[config.mk]
export PLATFORM = sky130hd
export DESIGN_NAME = intr_vec_sink
export DESIGN_NICKNAME = d
export VERILOG_FILES = /design/src/rtl/intr_pkg.sv /design/src/rtl/priority_encoder.sv /design/src/rtl/intr_vec_sink.sv
export SDC_FILE = /design/constraint.sdc
export NUM_CORES = 1
export LEC_CHECK = 0
export BUFFER_PORTS_ARGS = -buffer_cell sky130_fd_sc_hd__buf_2
export CAP_MARGIN = 20
export CELL_PAD_IN_SITES_DETAIL_PLACEMENT = 0
export CELL_PAD_IN_SITES_GLOBAL_PLACEMENT = 1
export CORE_MARGIN = 3
export CORE_UTILIZATION = 40
export CTS_CLUSTER_SIZE = 8
export DETAILED_ROUTE_END_ITERATION = 6
export GPL_TIMING_DRIVEN = 1
export PLACE_DENSITY_LB_ADDON = 0.2
export SLEW_MARGIN = 10
export SYNTH_ARGS = -nofsm -noshare
export SYNTH_HDL_FRONTEND = slang
export SYNTH_SLANG_ARGS = --single-unit
[constraint.sdc]
create_clock -name clk -period 5.55 [get_ports clk]
set_clock_uncertainty 0.1 [all_clocks]
set_input_delay 0.2775 -clock clk [delete_from_list [all_inputs] [get_ports clk]]
set_output_delay 0.2775 -clock clk [all_outputs]
set_load 0.02 [all_outputs]
[src/rtl/intr_pkg.sv]
// Shared definitions for the interrupt-vector link receiver.
// Contents:
//   link_state_e  - link FSM state encoding (STATE_BITS wide)
//   ERR_CNT_W     - width of the rejected-pulse counter
//   ERR_CNT_MAX   - saturation value of that counter
//   sat_inc8      - saturating increment used by the counters
package intr_pkg;

    localparam int STATE_BITS = 2;

    typedef enum logic [STATE_BITS-1:0] {
        S_IDLE = 2'd0,
        S_HIGH = 2'd1
    } link_state_e;

    localparam int                   ERR_CNT_W   = 8;
    localparam logic [ERR_CNT_W-1:0] ERR_CNT_MAX = 8'd255;

    // Increment that sticks at ERR_CNT_MAX instead of wrapping.
    function automatic logic [ERR_CNT_W-1:0] sat_inc8(input logic [ERR_CNT_W-1:0] v);
        logic [ERR_CNT_W-1:0] r;
        if (v == ERR_CNT_MAX) begin
            r = v;
        end else begin
            r = v + 8'd1;
        end
        return r;
    endfunction

endpackage

[src/rtl/priority_encoder.sv]
// Priority encoder: returns the binary index of the highest-priority set bit.
// Ports:
//   req_i   - request vector
//   idx_o   - index of the winning bit (0 when no bit is set)
//   valid_o - at least one bit of req_i is set
// LSB_HIGH_PRIORITY=1 gives bit 0 the highest priority.
module priority_encoder #(
    parameter int WIDTH             = 4,
    parameter bit LSB_HIGH_PRIORITY = 1'b1,
    localparam int IDX_W            = (WIDTH > 1) ? $clog2(WIDTH) : 1
) (
    input  logic [WIDTH-1:0] req_i,
    output logic [IDX_W-1:0] idx_o,
    output logic             valid_o
);

    assign valid_o = |req_i;

    if (LSB_HIGH_PRIORITY) begin : g_lsb
        // Scan from the top down so the lowest set bit is written last.
        always_comb begin
            idx_o = '0;
            for (int i = WIDTH - 1; i >= 0; i--) begin
                idx_o = req_i[i] ? IDX_W'(i) : idx_o;
            end
        end
    end else begin : g_msb
        // Scan from the bottom up so the highest set bit is written last.
        always_comb begin
            idx_o = '0;
            for (int i = 0; i < WIDTH; i++) begin
                idx_o = req_i[i] ? IDX_W'(i) : idx_o;
            end
        end
    end

endmodule

[src/rtl/intr_vec_sink.sv]
// Receiving end of the interrupt-vector link.
// Validates each intr_vec_req pulse (one-hot, in range, stable, long enough),
// records accepted vectors as per-port pending bits and presents them one at
// a time, lowest index first, over a valid/ready port.
// Ports:
//   clk, rst       - clock, synchronous active-high reset
//   intr_vec_req   - pulse from the serializer
//   intr_num       - one-hot vector number, valid while intr_vec_req is high
//   vec_valid/vec_ready/vec_index - consumer handshake and binary port index
//   overrun        - sticky per-port "event while already pending" flags
//   err_pulse      - one-cycle strobe on a rejected pulse
//   err_count      - saturating count of rejected pulses
//   clear_status   - clears overrun and err_count
module intr_vec_sink
    import intr_pkg::*;
#(
    parameter int PORTS      = 4,
    parameter int MIN_CYCLES = 2,
    localparam int IDX_W     = (PORTS > 1) ? $clog2(PORTS) : 1
) (
    input  logic                 clk,
    input  logic                 rst,
    input  logic                 intr_vec_req,
    input  logic [31:0]          intr_num,
    output logic                 vec_valid,
    input  logic                 vec_ready,
    output logic [IDX_W-1:0]     vec_index,
    output logic [PORTS-1:0]     overrun,
    output logic                 err_pulse,
    output logic [ERR_CNT_W-1:0] err_count,
    input  logic                 clear_status
);

    localparam logic [31:0]      PORT_MASK = (PORTS >= 32) ? 32'hFFFF_FFFF
                                                           : ((32'd1 << PORTS) - 32'd1);
    localparam logic [PORTS-1:0] ONE_P     = PORTS'(1'b1);

    link_state_e          state_q;
    logic [31:0]          num_q;
    logic [7:0]           cnt_q;
    logic                 unstable_q;
    logic                 req_prev_q;

    logic [PORTS-1:0]     pending_q, pending_d;
    logic [PORTS-1:0]     overrun_q, overrun_d;
    logic                 vec_valid_q, vec_valid_d;
    logic [IDX_W-1:0]     vec_index_q, vec_index_d;
    logic                 err_pulse_q;
    logic [ERR_CNT_W-1:0] err_count_q, err_count_d;

    logic [IDX_W-1:0]     pend_idx_s, num_idx_s;
    logic                 pend_hit_s, num_hit_s;
    logic                 pulse_end_s, legal_s, accept_s, reject_s, load_s;
    logic [PORTS-1:0]     set_mask_s, take_mask_s;

    priority_encoder #(.WIDTH(PORTS), .LSB_HIGH_PRIORITY(1'b1)) u_pend_enc (
        .req_i   (pending_q),
        .idx_o   (pend_idx_s),
        .valid_o (pend_hit_s)
    );

    priority_encoder #(.WIDTH(PORTS), .LSB_HIGH_PRIORITY(1'b1)) u_num_enc (
        .req_i   (num_q[PORTS-1:0]),
        .idx_o   (num_idx_s),
        .valid_o (num_hit_s)
    );

    // A pulse ends on the first low sample while in S_HIGH; judge it then.
    // num_hit_s together with the range check is equivalent to num_q != 0.
    assign pulse_end_s = (state_q == S_HIGH) && !intr_vec_req;
    assign legal_s     = num_hit_s
                      && ((num_q & (num_q - 32'd1)) == 32'd0)
                      && ((num_q & ~PORT_MASK) == 32'd0)
                      && (cnt_q >= 8'(MIN_CYCLES))
                      && !unstable_q;
    assign accept_s    = pulse_end_s && legal_s;
    assign reject_s    = pulse_end_s && !legal_s;
    assign load_s      = !vec_valid_q || vec_ready;

    // Link FSM; req_prev_q is sampled during reset so a pulse already high at release is ignored.
    always_ff @(posedge clk) begin
        if (rst) begin
            state_q    <= S_IDLE;
            num_q      <= 32'd0;
            cnt_q      <= 8'd0;
            unstable_q <= 1'b0;
            req_prev_q <= intr_vec_req;
        end else begin
            req_prev_q <= intr_vec_req;
            case (state_q)
                S_IDLE: begin
                    if (intr_vec_req && !req_prev_q) begin
                        num_q      <= intr_num;
                        cnt_q      <= 8'd1;
                        unstable_q <= 1'b0;
                        state_q    <= S_HIGH;
                    end else begin
                        state_q    <= S_IDLE;
                    end
                end
                S_HIGH: begin
                    if (intr_vec_req) begin
                        cnt_q <= sat_inc8(cnt_q);
                        if (intr_num != num_q) begin
                            unstable_q <= 1'b1;
                        end else begin
                            unstable_q <= unstable_q;
                        end
                    end else begin
                        state_q <= S_IDLE;
                    end
                end
                default: begin
                    state_q <= S_IDLE;
                end
            endcase
        end
    end

    // Next-state for pending bits, output register and status.
    // A set and a take of the same bit leave it set and do not count as overrun.
    always_comb begin
        set_mask_s  = accept_s ? (ONE_P << num_idx_s) : '0;
        take_mask_s = (load_s && pend_hit_s) ? (ONE_P << pend_idx_s) : '0;
        pending_d   = (pending_q & ~take_mask_s) | set_mask_s;
        overrun_d   = (clear_status ? '0 : overrun_q)
                    | (set_mask_s & pending_q & ~take_mask_s);

        if (reject_s) begin
            err_count_d = clear_status ? 8'd1 : sat_inc8(err_count_q);
        end else begin
            err_count_d = clear_status ? 8'd0 : err_count_q;
        end

        if (load_s) begin
            vec_valid_d = pend_hit_s;
            vec_index_d = pend_hit_s ? pend_idx_s : vec_index_q;
        end else begin
            vec_valid_d = vec_valid_q;
            vec_index_d = vec_index_q;
        end
    end

    // Pending, output and status registers.
    always_ff @(posedge clk) begin
        if (rst) begin
            pending_q   <= '0;
            overrun_q   <= '0;
            vec_valid_q <= 1'b0;
            vec_index_q <= '0;
            err_pulse_q <= 1'b0;
            err_count_q <= 8'd0;
        end else begin
            pending_q   <= pending_d;
            overrun_q   <= overrun_d;
            vec_valid_q <= vec_valid_d;
            vec_index_q <= vec_index_d;
            err_pulse_q <= reject_s;
            err_count_q <= err_count_d;
        end
    end

    assign vec_valid = vec_valid_q;
    assign vec_index = vec_index_q;
    assign overrun   = overrun_q;
    assign err_pulse = err_pulse_q;
    assign err_count = err_count_q;

endmodule
## Yosys cells after proc, flatten, opt, wreduce, memory -nomap -nowiden

Cells that the tools add are included.

- Flip-flop bits (word level): 64
- Bits in latches: 0
- Memory bits (writable): 0
- ROM bits: 0
- Input bits: 37
- Output and inout port bits: 16
- Memories kept: 0

- Add/sub/neg operators: 3
- Multipliers: 0
- Div/mod/pow operators: 0
- $lt $le $gt $ge: 1
- Eq/ne operators: 10
- Shifts and indexed selects: 2
- Multiplexer cells: 26
- Bitwise logic cells: 7
- Reduce and logical (&&, ||, !) cells: 27

Operators by type and width:

| cell | number |
|---|---|
| $logic_not 32->1 | 2 |
| $mux 8 | 7 |
| $and 32x32->32 | 1 |
| $ne 32x32->1 | 1 |
| $sub 32x1->32 const B | 1 |
| $mux 2 | 9 |
| $add 8x1->8 const B | 2 |
| $eq 8x8->1 const B | 2 |
| $pmux 8 s2 | 1 |
| $and 4x4->4 | 3 |
| $mux 4 | 3 |
| $ne 2x2->1 const B | 5 |
| $logic_and 1x1->1 | 9 |
| $ge 8x2->1 const B | 1 |
| $or 4x4->4 | 2 |
| $reduce_and 4->1 | 2 |
| $reduce_or 4->1 | 2 |
| $shl 1x2->4 const A | 2 |
| $reduce_and 2->1 | 3 |
| $logic_not 1->1 | 5 |
| $mux 1 | 4 |
| $not 4->4 | 1 |
| $pmux 2 s2 | 1 |
| $reduce_bool 2->1 | 2 |
| 5 further kinds | 5 |

## Longest topological paths before layout

Gate-level depths: netlist of the first run.

- Word-level depth: 12
- Gate-level depth with buffers: 8
- Gate-level depth less buffers: 7

## Modules after synthesis

Synthesis of the first run repeated with hierarchy kept, for this count alone.

- Cell total of the unflattened synthesis: 371
- Area total of the unflattened synthesis: 3006.6 µm²

Modules (own cells, without submodules):

| module | instances | cells each | area an instance (µm²) |
|---|---|---|---|
| intr_vec_sink | 1 | 357 | 2936.6 |
| priority_encoder | 2 | 7 | 35.0 |

## Worst setup path before layout of the first run

Ideal clock, no wire load.

- Path kind: flip-flop to flip-flop
- Start point: register num_q[0]
- End point: register err_count_q[0], in the netlist err_count[0]
- Library setup time: 0.067 ns
- Data arrival time: 1.681 ns
- Slack: 3.701 ns
- Cell stages (with the launch flop): 9
- Buffers on the path: 2
- Cells stage by stage: dfxtp_1 buf_6 nor3_4 a21oi_2 a2111oi_2 a21oi_1 buf_6 a211o_1 a21oi_2

- Cells in the longest elaborated chain, start to end: 11
- Elaborated cells between the ends (all ways): 13

Ends and longest elaborated chain:

| item | line | text |
|---|---|---|
| start, declared | intr_vec_sink.sv:39 | `logic [31:0] num_q;` |
| start signal, assigned | intr_vec_sink.sv:93 | `num_q <= intr_num;` |
| $sub 32x1->32 | intr_vec_sink.sv:72 | `&& ((num_q & (num_q - 32'd1)) == 32'd0)` |
| $and 32x32->32 | intr_vec_sink.sv:72 |  |
| $logic_not 32->1 | intr_vec_sink.sv:72 |  |
| $logic_and 1x1->1 (*) | intr_vec_sink.sv:72 |  |
| $logic_and 1x1->1 (*) | intr_vec_sink.sv:73 | `&& ((num_q & ~PORT_MASK) == 32'd0)` |
| $logic_and 1x1->1 (*) | intr_vec_sink.sv:74 | `&& (cnt_q >= 8'(MIN_CYCLES))` |
| $logic_and 1x1->1 (*) | intr_vec_sink.sv:75 | `&& !unstable_q;` |
| $logic_not 1->1 (*) | intr_vec_sink.sv:77 | `assign reject_s = pulse_end_s && !legal_s;` |
| $logic_and 1x1->1 (*) | intr_vec_sink.sv:77 |  |
| $reduce_bool 2->1 (no line) | - |  |
| $reduce_and 2->1 (no line) | - |  |
| end signal, assigned | intr_vec_sink.sv:159 | `err_count_q <= err_count_d;` |
| end, declared | intr_vec_sink.sv:49 | `logic [ERR_CNT_W-1:0] err_count_q, err_count_d;` |

Every way passes the cells marked *; elsewhere a longest branch is shown, timed or not.
A chain may end at the register's enable or synchronous reset.

## Worst setup path in the final report of the first run

- Start point: register cnt_q[0]
- End point: register err_count_q[6], in the netlist err_count[6]

- Cells in the longest elaborated chain, start to end: 7
- Elaborated cells between the ends (all ways): 8

Ends and longest elaborated chain:

| item | line | text |
|---|---|---|
| start, declared | intr_vec_sink.sv:40 | `logic [7:0] cnt_q;` |
| start signal, assigned | intr_vec_sink.sv:103 | `cnt_q <= sat_inc8(cnt_q);` |
| $ge 8x2->1 (*) | intr_vec_sink.sv:74 |  |
| $logic_and 1x1->1 (*) | intr_vec_sink.sv:74 |  |
| $logic_and 1x1->1 (*) | intr_vec_sink.sv:75 |  |
| $logic_not 1->1 (*) | intr_vec_sink.sv:77 |  |
| $logic_and 1x1->1 (*) | intr_vec_sink.sv:77 |  |
| $reduce_bool 2->1 (no line) | - |  |
| $reduce_and 2->1 (no line) | - |  |

Marks and branches as above.

==> metrics.md, run 1 <==
| Metric | Value |
|---|---|
| TNS Setup | `0 ns` |
| Skew-Pair Late Insertion Delay | `~0.34 ns` |
| Total GRT Usage | `between 15 and 20%` |
| RSZ-0062 raised after global routing | `false` |
| Placer Congestion | `0.769` |
| Initial DRT Pass Iterations | `4` |
| Critical Path Max Stage Delay | `0.64 ns` |
| PwrDens | `285 nW/um^2` |
| Int Pwr | `roughly 0.75 mW` |
| Crit path top cell by count | `nor4_1` |
| Die area | `roughly 8600 sq um` |
| Vias in the first global route | `2542` |
| Clock Sinks | `63` |
| Run status | `finished clean` |
| Top cells by area, synth | `dfxtp_1 42%, nand2_1 11%, xnor2_1 9.9%` |
| Finished Core Util | `50.0%` |
| Crit share post-route | `40.8%` |
| Pins Over Slew Limit | `0` |
| DRC Markers | `0` |
| # diodes | `0` |
| Clk pin slew, worst setup/hold paths | `0.07 ns` |
| Fin crit period | `2.26 ns` |
| Crit end category | `flip-flop` |
| Syn_area_per_cell | `8.17 sq um` |
| Antenna Nets Post-Route | `0` |
| Syn-to-layout area delta | `17.1%` |
| Static Leakage | `1.35 nW` |
| Cells after Synth | `367` |
| Synthesis Warnings | `0` |
| Detailed-route wire length | `7.23 mm` |
| Area leader, netlist | `dfxtp_1` |
| Top-count cell post-synth | `nand2_1` |
| First-pass GRT wire length | `12.2 mm` |
| Final HPWL DP | `5.06 mm` |
| # fillers | `731` |
| Critical path class | `flip-flop to flip-flop` |
| WL/cell | `14.1 um` |
| Max IR drop VDD | `between 0.0001 and 0.00015 V` |
| Drt initial violations | `around 110` |
| Core Box Area | `7020 sq um` |
| Yosys top cell area share | `42.1%` |
| Clock Path Buffers | `2` |
| CTS tree | `built` |
| Root buffer cell | `clkbuf_8` |
| Layout cell share with drive strength beyond 1 | `18.7%` |
| Max FO, Critical Path | `11` |
| Final nets | `453` |
| Number of vias per cell | `5.16` |
| Switching Power | `around 0.25 mW` |
| Die W | `92.6 um` |
| Hold crit path type | `input port to flip-flop` |
| Synth unique cells | `41` |
| Slew Limit Headroom | `between 30% and 40%` |
| Clock power frac | `42.0%` |
| Worst path cell trace | `inv_1 > ha_1 > nor4_1 > a2111oi_2 > a21oi_1 > and4b_1 > nor4_1` |
| Critical Path Source Type | `flip-flop` |
| Pin count of the biggest net entering global routing | `51` |
| Sw Share | `24.9%` |
| Fin. Hold Viols | `0` |
| Ys flop type | `dfxtp_1` |
| Sequential Power Share | `a little under half` |
| Combinational share of power | `10.0%` |
| Slowest stage cell, crit path | `a21oi_1` |
| Starting Density | `42.7%` |
| Initial antenna violation count | `0` |
| Row cnt | `30` |
| TritonCTS buffer count | `9` |
| EDFF count, synth | `0` |
| Synth Net Count | `between 400 and 500` |
| Synthesized cell area | `3000 sq um` |
| Sequential cell area fraction in the yosys report | `a little over two fifths` |
| # port buffers | `between 50 and 60` |
| CP Data Required Time | `5.64 ns` |
| Final setup viols | `0` |
| Peak Freq | `442 MHz` |
| Synth cell count leaders | `86 x nand2_1, 63 x dfxtp_1, 39 x a21oi_1, 34 x xnor2_1, 22 x nor2_1` |
| R2r setup slk | `3.29 ns` |
| Ys async rst share | `0%` |
| Max-cap violations | `0` |
| Io pins | `53` |
| Register bit total from synthesis | `63` |
| Critical path arrival | `around 2.4 ns` |
| H-tree depth | `3` |
| Tightest Pin Transition | `0.931 ns` |
| GRT Residual Overflow | `0` |
| Vias | `2652` |
| Die Ht | `92.6 um` |
## stage by stage
| step | instances | instance area (sq um) | power [mW] | hold slack, ns | setup WS [ns] |
|---|---|---|---|---|---|
| after CTS | 514 | 3510 | 1.01 | 0.0746 | 3.22 |
| after global placement | 497 | 3290 | 0.592 | 0.338 | 3.34 |
| after global routing | 514 | 3510 | 1.05 | 0.0855 | 3.03 |
| final | 514 | 3510 | 1.00 | 0.0829 | 3.29 |
| after detailed placement | 497 | 3290 | 0.592 | 0.343 | 3.25 |
| after floorplan | 367 | 3000 | 0.554 | 0.205 | 3.70 |
## power groups by stage
stage	Combinational, mW	Sequential (mW)	Clock (mW)
final	0.100	0.480	0.421
after global routing	0.113	0.482	0.454
after CTS	0.103	0.480	0.431
after detailed placement	0.101	0.490	0
after global placement	0.102	0.490	0
after floorplan	0.0694	0.485	0
## worst paths after layout
| check | from | end | cells past startpoint |
|---|---|---|---|
| worst max-delay path | cnt_q[0]$_SDFFE_PP0P_ | err_count[6]$_SDFFE_PP0P_ | 7 |
| worst max register to register | cnt_q[0]$_SDFFE_PP0P_ | err_count[6]$_SDFFE_PP0P_ | 7 |
| worst min-delay path | intr_num[14] | num_q[14]$_SDFFE_PP0P_ | 3 |
| worst min register to register | overrun[0]$_SDFF_PP0_ | overrun[0]$_SDFF_PP0_ | 2 |
## cell usage in the layout, fill, tap and decap left out, types with 3 or more instances in the layout
cell type and n:
nand2_1 86, nand2b_1 5, ha_1 3, mux2i_1 5
nand4_1 14, nor2_1 21, and3_1 5, nand3_1 9
inv_1 4, a21oi_1 39, nor4_1 12, clkbuf_8 12
xnor2_1 34, or3_1 4, nor3_1 6, dfxtp_1 63
buf_2 52, o31ai_1 7, xor2_1 4
## sequential cells by signal, indices dropped and copies added, names as in the netlist
register,flops
pending_q,4
req_prev_q,1
unstable_q,1
state_q,1
cnt_q,8
err_pulse,1
num_q,32
overrun,4
vec_valid,1
err_count,8
vec_index,2
## worst max-delay path: cells and delay by family (launching register included)
kind | cells | cell delay (ns)
adder cells (fa/ha/maj) | 1 | 0.19
flip-flops | 1 | 0.40
buffers and inverters | 1 | 0.06
AO/OA/AOI/OAI | 2 | 0.77
AND/OR/NAND/NOR | 3 | 0.60
## logic make-up after synthesis
| logic type | Yosys count | synth area share [%] |
|---|---|---|
| adders and majority gates | 3 | 1.25 |
| DFF | 63 | 42.1 |
| and+or+nand+nor | 172 | 26.9 |
| buffers and inverters | 23 | 3.76 |
| AOI/OAI and AO/OA | 62 | 12.8 |
| muxes | 6 | 2.05 |
| xor gates and xnor gates | 38 | 11.1 |
## cell type report
type	count	area, sq um	area share, %
Clock buffer	13	169	4.81
Timing Repair Buffer	54	278	7.92
Clock inverter	3	40.0	1.14
Sequential cell	63	1260	35.9
Multi-Input combinational cell	281	1630	46.3
Inverter	4	15.0	0.428
Tap cell	96	120	3.42
## repair_timing
item / 4_1_cts / 5_1_grt
hold buffers: 1 / 0
setup buffers: 0 / 0
hold endpoints to repair: 1 / 0
resized for setup: 0 / 0
endpoints found under the setup margin: 0 / 0
## routing by layer
metal	part of all wire, %	global-route usage [%]	vias up
met2	46	28.0	72
met5	0	0	-
met4	1.5	9.28	0
met3	5.7	3.49	8
li1	-	-	1354
met1	47	23.9	1218
No activity file was read; power rests on OpenSTA's default activity.
==> run 2: changes to the inputs <==
Clock period 5.55 ns to 2.2 ns, I/O delays scaled along.
==> run 2 against run 1 <==
Against the previous run:
- via count rose by 3.2%
- combinational power rose to 3.1 times the previous value
- largest power group unchanged
- largest cell class unchanged
- routed wire length grew 2.0%
- sequential power rose to 2.5 times the previous value
- flip-flop and latch count stayed put
==> metrics.md, run 2 (synthesis gave the netlist of run 1 again) <==
| Metric | Value |
|---|---|
| Critical Path Source Type | `flip-flop` |
| Starting Density | `42.7% (unchanged)` |
| # port buffers | `52 (unchanged)` |
| Largest register by flop count | `num_q` |
| Detailed-route wire length | `7.38 mm (+2.0%)` |
| Final setup viols | `0 (unchanged)` |
| Die area | `8570 sq um (unchanged)` |
| Most frequent cells in the layout | `86 x nand2_1, 62 x dfxtp_1, 52 x buf_2` |
| Sequential Power Share | `51.5% (+3.5 points)` |
| PwrDens | `611 nW/um^2 (+110%)` |
| Vias in the first global route | `2734 (+7.6%)` |
| Final HPWL DP | `5.06 mm (+0.12%)` |
| Clock Sinks | `63 (unchanged)` |
| RSZ-0062 raised after global routing | `false` |
| Antenna Nets Post-Route | `0 (unchanged)` |
| GRT Residual Overflow | `0 (unchanged)` |
| Combinational share of power | `13.0% (+3.0 points)` |
| Slew Limit Headroom | `54.6% (+17 points)` |
| WL/cell | `13.4 um (-5.0%)` |
| Clock power frac | `35.5% (-6.5 points)` |
| # fillers | `682 (-6.7%)` |
| Die Ht | `92.6 um (unchanged)` |
| Clk pin slew, worst setup/hold paths | `0.07 ns (about the same)` |
| Max FO, Critical Path | `11 (unchanged)` |
| Peak Freq | `487 MHz (+10%)` |
| Commonest non-fill, non-tap cell in the layout | `nand2_1` |
| Number of vias per cell | `4.96 (-3.9%)` |
| Post-place instance area | `3320 sq um (+0.91%)` |
| Critical path arrival | `2.23 ns (-0.12 ns)` |
| Root buffer cell | `clkbuf_8` |
| CP Data Required Time | `2.38 ns (-3.26 ns)` |
| TritonCTS buffer count | `9 (unchanged)` |
| CTS tree | `built` |
| Vias | `2737 (+3.2%)` |
| DRC Markers | `0 (unchanged)` |
| Post-CTS setup buffer count | `0 (unchanged)` |
| Final nets | `491 (+8.4%)` |
| Setup ws final | `0.145 ns (-3.14 ns)` |
| Crit end category | `flip-flop` |
| Tightest Pin Transition | `0.681 ns (-0.250 ns)` |
| Pins Over Slew Limit | `0 (unchanged)` |
| Design area | `3860 sq um (+10%)` |
| Int Pwr | `1.73 mW (+130%)` |
| Skew-Pair Late Insertion Delay | `0.34 ns (about the same)` |
| Run status | `finished clean` |
| Dpl ws | `0.0589 ns (-3.19 ns)` |
| Syn-to-layout area delta | `28.8%` |
| Initial DRT Pass Iterations | `4 (unchanged)` |
| TNS Setup | `0 ns (unchanged)` |
| Sw Share | `26.6% (+1.7 points)` |
| Crit share post-route | `93.4% (+53 points)` |
| First-pass GRT wire length | `12.7 mm (+4.4%)` |
| Critical path class | `flip-flop to flip-flop` |
| Drt initial violations | `130 (+20%)` |
| Io pins | `53 (unchanged)` |
| Max IR drop VDD | `0.000370 V (+180%)` |
| # diodes | `0 (unchanged)` |
| Fin. Hold Viols | `0 (unchanged)` |
| H-tree depth | `3 (unchanged)` |
| Layout cell share with drive strength beyond 1 | `18.6% (-0.020 points)` |
| Total GRT Usage | `18.6% (+0.49 points)` |
| Pin count of the biggest net entering global routing | `43 (-16%)` |
| Die W | `92.6 um (unchanged)` |
| Initial antenna violation count | `0 (unchanged)` |
| Clock Path Buffers | `2 (unchanged)` |
| Switching Power | `0.626 mW (+150%)` |
| Row cnt | `30 (unchanged)` |
| Static Leakage | `1.49 nW (+10%)` |
| Hold crit path type | `input port to flip-flop` |
| R2r setup slk | `0.15 ns (-3.14 ns)` |
| Max-cap violations | `0 (unchanged)` |
| Finished Core Util | `55.0% (+5.0 points)` |
| Placer Congestion | `0.764 (-0.69%)` |
| Fin crit period | `2.05 ns (-0.210 ns)` |
| Max reg flops | `32 (unchanged)` |
| Core Box Area | `7020 sq um (unchanged)` |
run 2: worst paths after layout:
kind | from | endpoint | cells after the start
max | num_q[13]$_SDFFE_PP0P_ | err_count[0]$_SDFFE_PP0P_ | 7
max reg2reg | num_q[13]$_SDFFE_PP0P_ | err_count[0]$_SDFFE_PP0P_ | 7
min | vec_ready | vec_index[0]$_SDFFE_PP0P_ | 5
min reg2reg | overrun[3]$_SDFF_PP0_ | overrun[3]$_SDFF_PP0_ | 2
run 2: critical path: stages (launching register included):
cell,delay (ns)
dfxtp_1,0.34
nor4_1,0.43
nand4_1,0.15
nor3_1,0.26
a21oi_1,0.12
buf_4,0.19
a211o_1,0.30
a21oi_2,0.10
run 2: what timing repair did:
item / 4_1_cts / 5_1_grt
hold buffers: 35 / 0
endpoints found under the setup margin: 0 / 12
gates resized for setup: 0 / 6
hold endpoints to repair: 36 / 0
run 2: per-layer routing:
| layer | up-vias | part of all wire (%) | track usage, % |
|---|---|---|---|
| li1 | 1437 | - | - |
| met1 | 1239 | 45 | 22.6 |
| met2 | 50 | 49 | 31.4 |
| met3 | 11 | 4.2 | 5.77 |
| met4 | 0 | 1.8 | 5.57 |
| met5 | - | 0 | 0 |
run 2: layout make-up:
| cell class | instances | area [sq um] | share of cell area [%] |
|---|---|---|---|
| Clock buffer | 12 | 135 | 3.50 |
| Clock inverter | 4 | 22.5 | 0.583 |
| Inverter | 4 | 15.0 | 0.389 |
| Multi-Input combinational cell | 281 | 1660 | 42.9 |
| Sequential cell | 63 | 1260 | 32.7 |
| Tap cell | 96 | 120 | 3.11 |
| Timing Repair Buffer | 92 | 648 | 16.8 |
run 2: per-stage QoR:
stage               power [mW]  instances  hold slack, ns
finish                    2.36        552           0.138
floorplan                 1.40        367          0.0377
CTS                       2.39        552           0.128
detailed placement        1.50        501           0.208
global route              2.47        552           0.174
global placement          1.49        501           0.208
run 2: power by group through the flow:
stage	logic, mW	clock network [mW]	registers, mW
after floorplan	0.175	0	1.22
after CTS	0.307	0.868	1.21
after global placement	0.258	0	1.24
after global routing	0.341	0.910	1.22
final	0.306	0.838	1.21
after detailed placement	0.259	0	1.24
==> run 3: changes to the inputs <==
Settings changed: CTS_CLUSTER_SIZE 8 to unset, RECOVER_POWER set to 100.
==> run 3 against run 2 <==
Against the previous run:
- final cell count is the same
- core utilization is 0.43 points lower
- die area unchanged
- total power is 0.10% lower
- flip-flop and latch count did not move
- critical path depth unchanged
==> metrics.md, run 3 (synthesis gave the netlist of run 1 again) <==
| Metric | Value |
|---|---|
| Run status | `finished clean` |
| Largest register by flop count | `num_q` |
| Detailed-route wire length | `7.41 mm (+0.42%)` |
| Row cnt | `30 (unchanged)` |
| Final setup viols | `0 (unchanged)` |
| Die W | `92.6 um (unchanged)` |
| Drt initial violations | `127 (-2.3%)` |
| GRT Residual Overflow | `0 (unchanged)` |
| Final HPWL DP | `5.06 mm (unchanged)` |
| Slew Limit Headroom | `41.1% (-14 points)` |
| Crit. path cell count | `7 (unchanged)` |
| Crit share post-route | `93.4% (about the same)` |
| Clock Path Buffers | `2 (unchanged)` |
| TNS Setup | `0 ns (unchanged)` |
| Critical path arrival | `2.23 ns (about the same)` |
| # diodes | `0 (unchanged)` |
| Int Pwr | `1.73 mW (about the same)` |
| Max IR drop VDD | `0.000370 V (about the same)` |
| Combinational share of power | `13.0% (about the same)` |
| Tot Pwr | `2.35 mW (-0.10%)` |
| Tightest Pin Transition | `0.884 ns (+0.203 ns)` |
| Starting Density | `42.7% (unchanged)` |
| Peak Freq | `487 MHz (about the same)` |
| Max reg flops | `32 (unchanged)` |
| CTS tree | `built` |
| Total GRT Usage | `18.6% (unchanged)` |
| Clock Sinks | `63 (unchanged)` |
| Crit end category | `flip-flop` |
| TritonCTS buffer count | `9 (unchanged)` |
| Crit path max-delay family | `simple AND/OR/NAND/NOR gates` |
| Post-CTS setup buffer count | `0 (unchanged)` |
| Commonest non-fill, non-tap cell in the layout | `nand2_1` |
| Core Box Area | `7020 sq um (unchanged)` |
| PwrDens | `615 nW/um^2 (+0.68%)` |
| Critical path class | `flip-flop to flip-flop` |
| Initial antenna violation count | `0 (unchanged)` |
| Critical Path Source Type | `flip-flop` |
| Io pins | `53 (unchanged)` |
| Most frequent cells in the layout | `86 x nand2_1, 62 x dfxtp_1, 39 x a21oi_1` |
| Hold crit path type | `input port to flip-flop` |
| WL/cell | `13.4 um (+0.42%)` |
| DRC Markers | `0 (unchanged)` |
| Die Ht | `92.6 um (unchanged)` |
| Placer Congestion | `0.764 (unchanged)` |
| Clk pin slew, worst setup/hold paths | `0.07 ns (about the same)` |
| # fillers | `692 (+1.5%)` |
| Sequential Power Share | `51.5% (about the same)` |
| Pins Over Slew Limit | `0 (unchanged)` |
| Worst path cell trace | `nor4_1 > nand4_1 > nor3_1 > a21oi_1 > buf_4 > a211o_1 > a21oi_2` |
| Syn-to-layout area delta | `27.8%` |
| # port buffers | `52 (unchanged)` |
| Hold path depth | `5 (unchanged)` |
| Slowest stage cell, crit path | `nor4_1` |
| Worst Path Buf+Inv | `1 (unchanged)` |
| Root buffer cell | `clkbuf_8` |
| Vias in the first global route | `2734 (unchanged)` |
| Static Leakage | `1.41 nW (-5.3%)` |
| Worst r2r path cells | `7 (unchanged)` |
| Initial DRT Pass Iterations | `4 (unchanged)` |
| First-pass GRT wire length | `12.7 mm (unchanged)` |
| Number of vias per cell | `4.99 (+0.73%)` |
| Final nets | `491 (unchanged)` |
| CP Data Required Time | `2.38 ns (about the same)` |
| Critical Path Max Stage Delay | `0.42 ns (about the same)` |
| Die area | `8570 sq um (unchanged)` |
| Vias | `2757 (+0.73%)` |
| Fin. Hold Viols | `0 (unchanged)` |
| Sw Share | `26.5% (about the same)` |
| Clock power frac | `35.5% (about the same)` |
| RSZ-0062 raised after global routing | `false` |
| Skew-Pair Late Insertion Delay | `0.34 ns (about the same)` |
| Antenna Nets Post-Route | `0 (unchanged)` |
| Fin crit period | `2.05 ns (-0.000459 ns)` |
| Pin count of the biggest net entering global routing | `43 (unchanged)` |
| H-tree depth | `3 (unchanged)` |
| Layout cell share with drive strength beyond 1 | `14.5% (-4.2 points)` |
| Switching Power | `0.625 mW (-0.20%)` |
| Max FO, Critical Path | `11 (unchanged)` |
| Max-cap violations | `0 (unchanged)` |
## run 3: cell types whose count changed in the layout (fill, tap and decap cells not counted), sizes merged
cell,previous run,this run
clkbuf,12,31
buf,57,38
## run 3: final timing paths
kind,start,slack (ns),endpoint
worst max-delay path,num_q[13]$_SDFFE_PP0P_,0.15,err_count[0]$_SDFFE_PP0P_
worst min register to register,overrun[2]$_SDFF_PP0_,0.36,overrun[2]$_SDFF_PP0_
worst max register to register,num_q[13]$_SDFFE_PP0P_,0.15,err_count[0]$_SDFFE_PP0P_
worst min-delay path,vec_ready,0.14,vec_index[0]$_SDFFE_PP0P_
## run 3: stage by stage
stage                     setup WS, ns  util, %  std cells  hold slack, ns  cell area [sq um]
after floorplan                  0.351        -        367          0.0377               3000
after global placement          0.0551     47.3        501           0.208               3320
after detailed placement        0.0589     47.3        501           0.208               3320
after CTS                       0.0503     54.5        552           0.128               3830
after global routing           0.00632     54.6        552           0.174               3830
final                            0.146     54.6        552           0.138               3830
## run 3: routing by layer
| layer | part of all wire (%) | track usage, % | wire length [um] |
|---|---|---|---|
| met1 | 46 | 22.6 | 3400 |
| met2 | 49 | 31.4 | 3600 |
| met3 | 3.7 | 5.77 | 276 |
| met4 | 1.8 | 5.57 | 131 |
| met5 | 0 | 0 | 0 |
## run 3: cell type report
type	count	area, sq um	share of cell area (%)
multi-input combinational	281	1650	43.1
clock buffer	12	135	3.53
timing repair buffer	92	623	16.3
inverter	4	15.0	0.392
tap	96	120	3.14
sequential	63	1260	33.0
clock inverter	4	22.5	0.588
## run 3: power groups by stage
stage          logic, mW  registers, mW  clock network [mW]
6_report           0.305           1.21               0.836
5_1_grt            0.340           1.22               0.910
2_1_floorplan      0.175           1.22                   0
4_1_cts            0.307           1.21               0.868
3_3_place_gp       0.258           1.24                   0
3_5_place_dp       0.259           1.24                   0
## run 3: worst reg2reg max path, cell delays in order, from the launching register on
cell and delay [ns]:
dfxtp_1 0.33, nor4_1 0.42, nand4_1 0.15, nor3_1 0.27, a21oi_1 0.13, buf_4 0.19
a211o_1 0.30, a21oi_2 0.10
## run 3: repair_timing
action                     in CTS  in global routing
hold endpoints to repair       36                  0
hold buffers                   35                  0
setup endpoints to repair       0                 12
resized for setup               0                  6
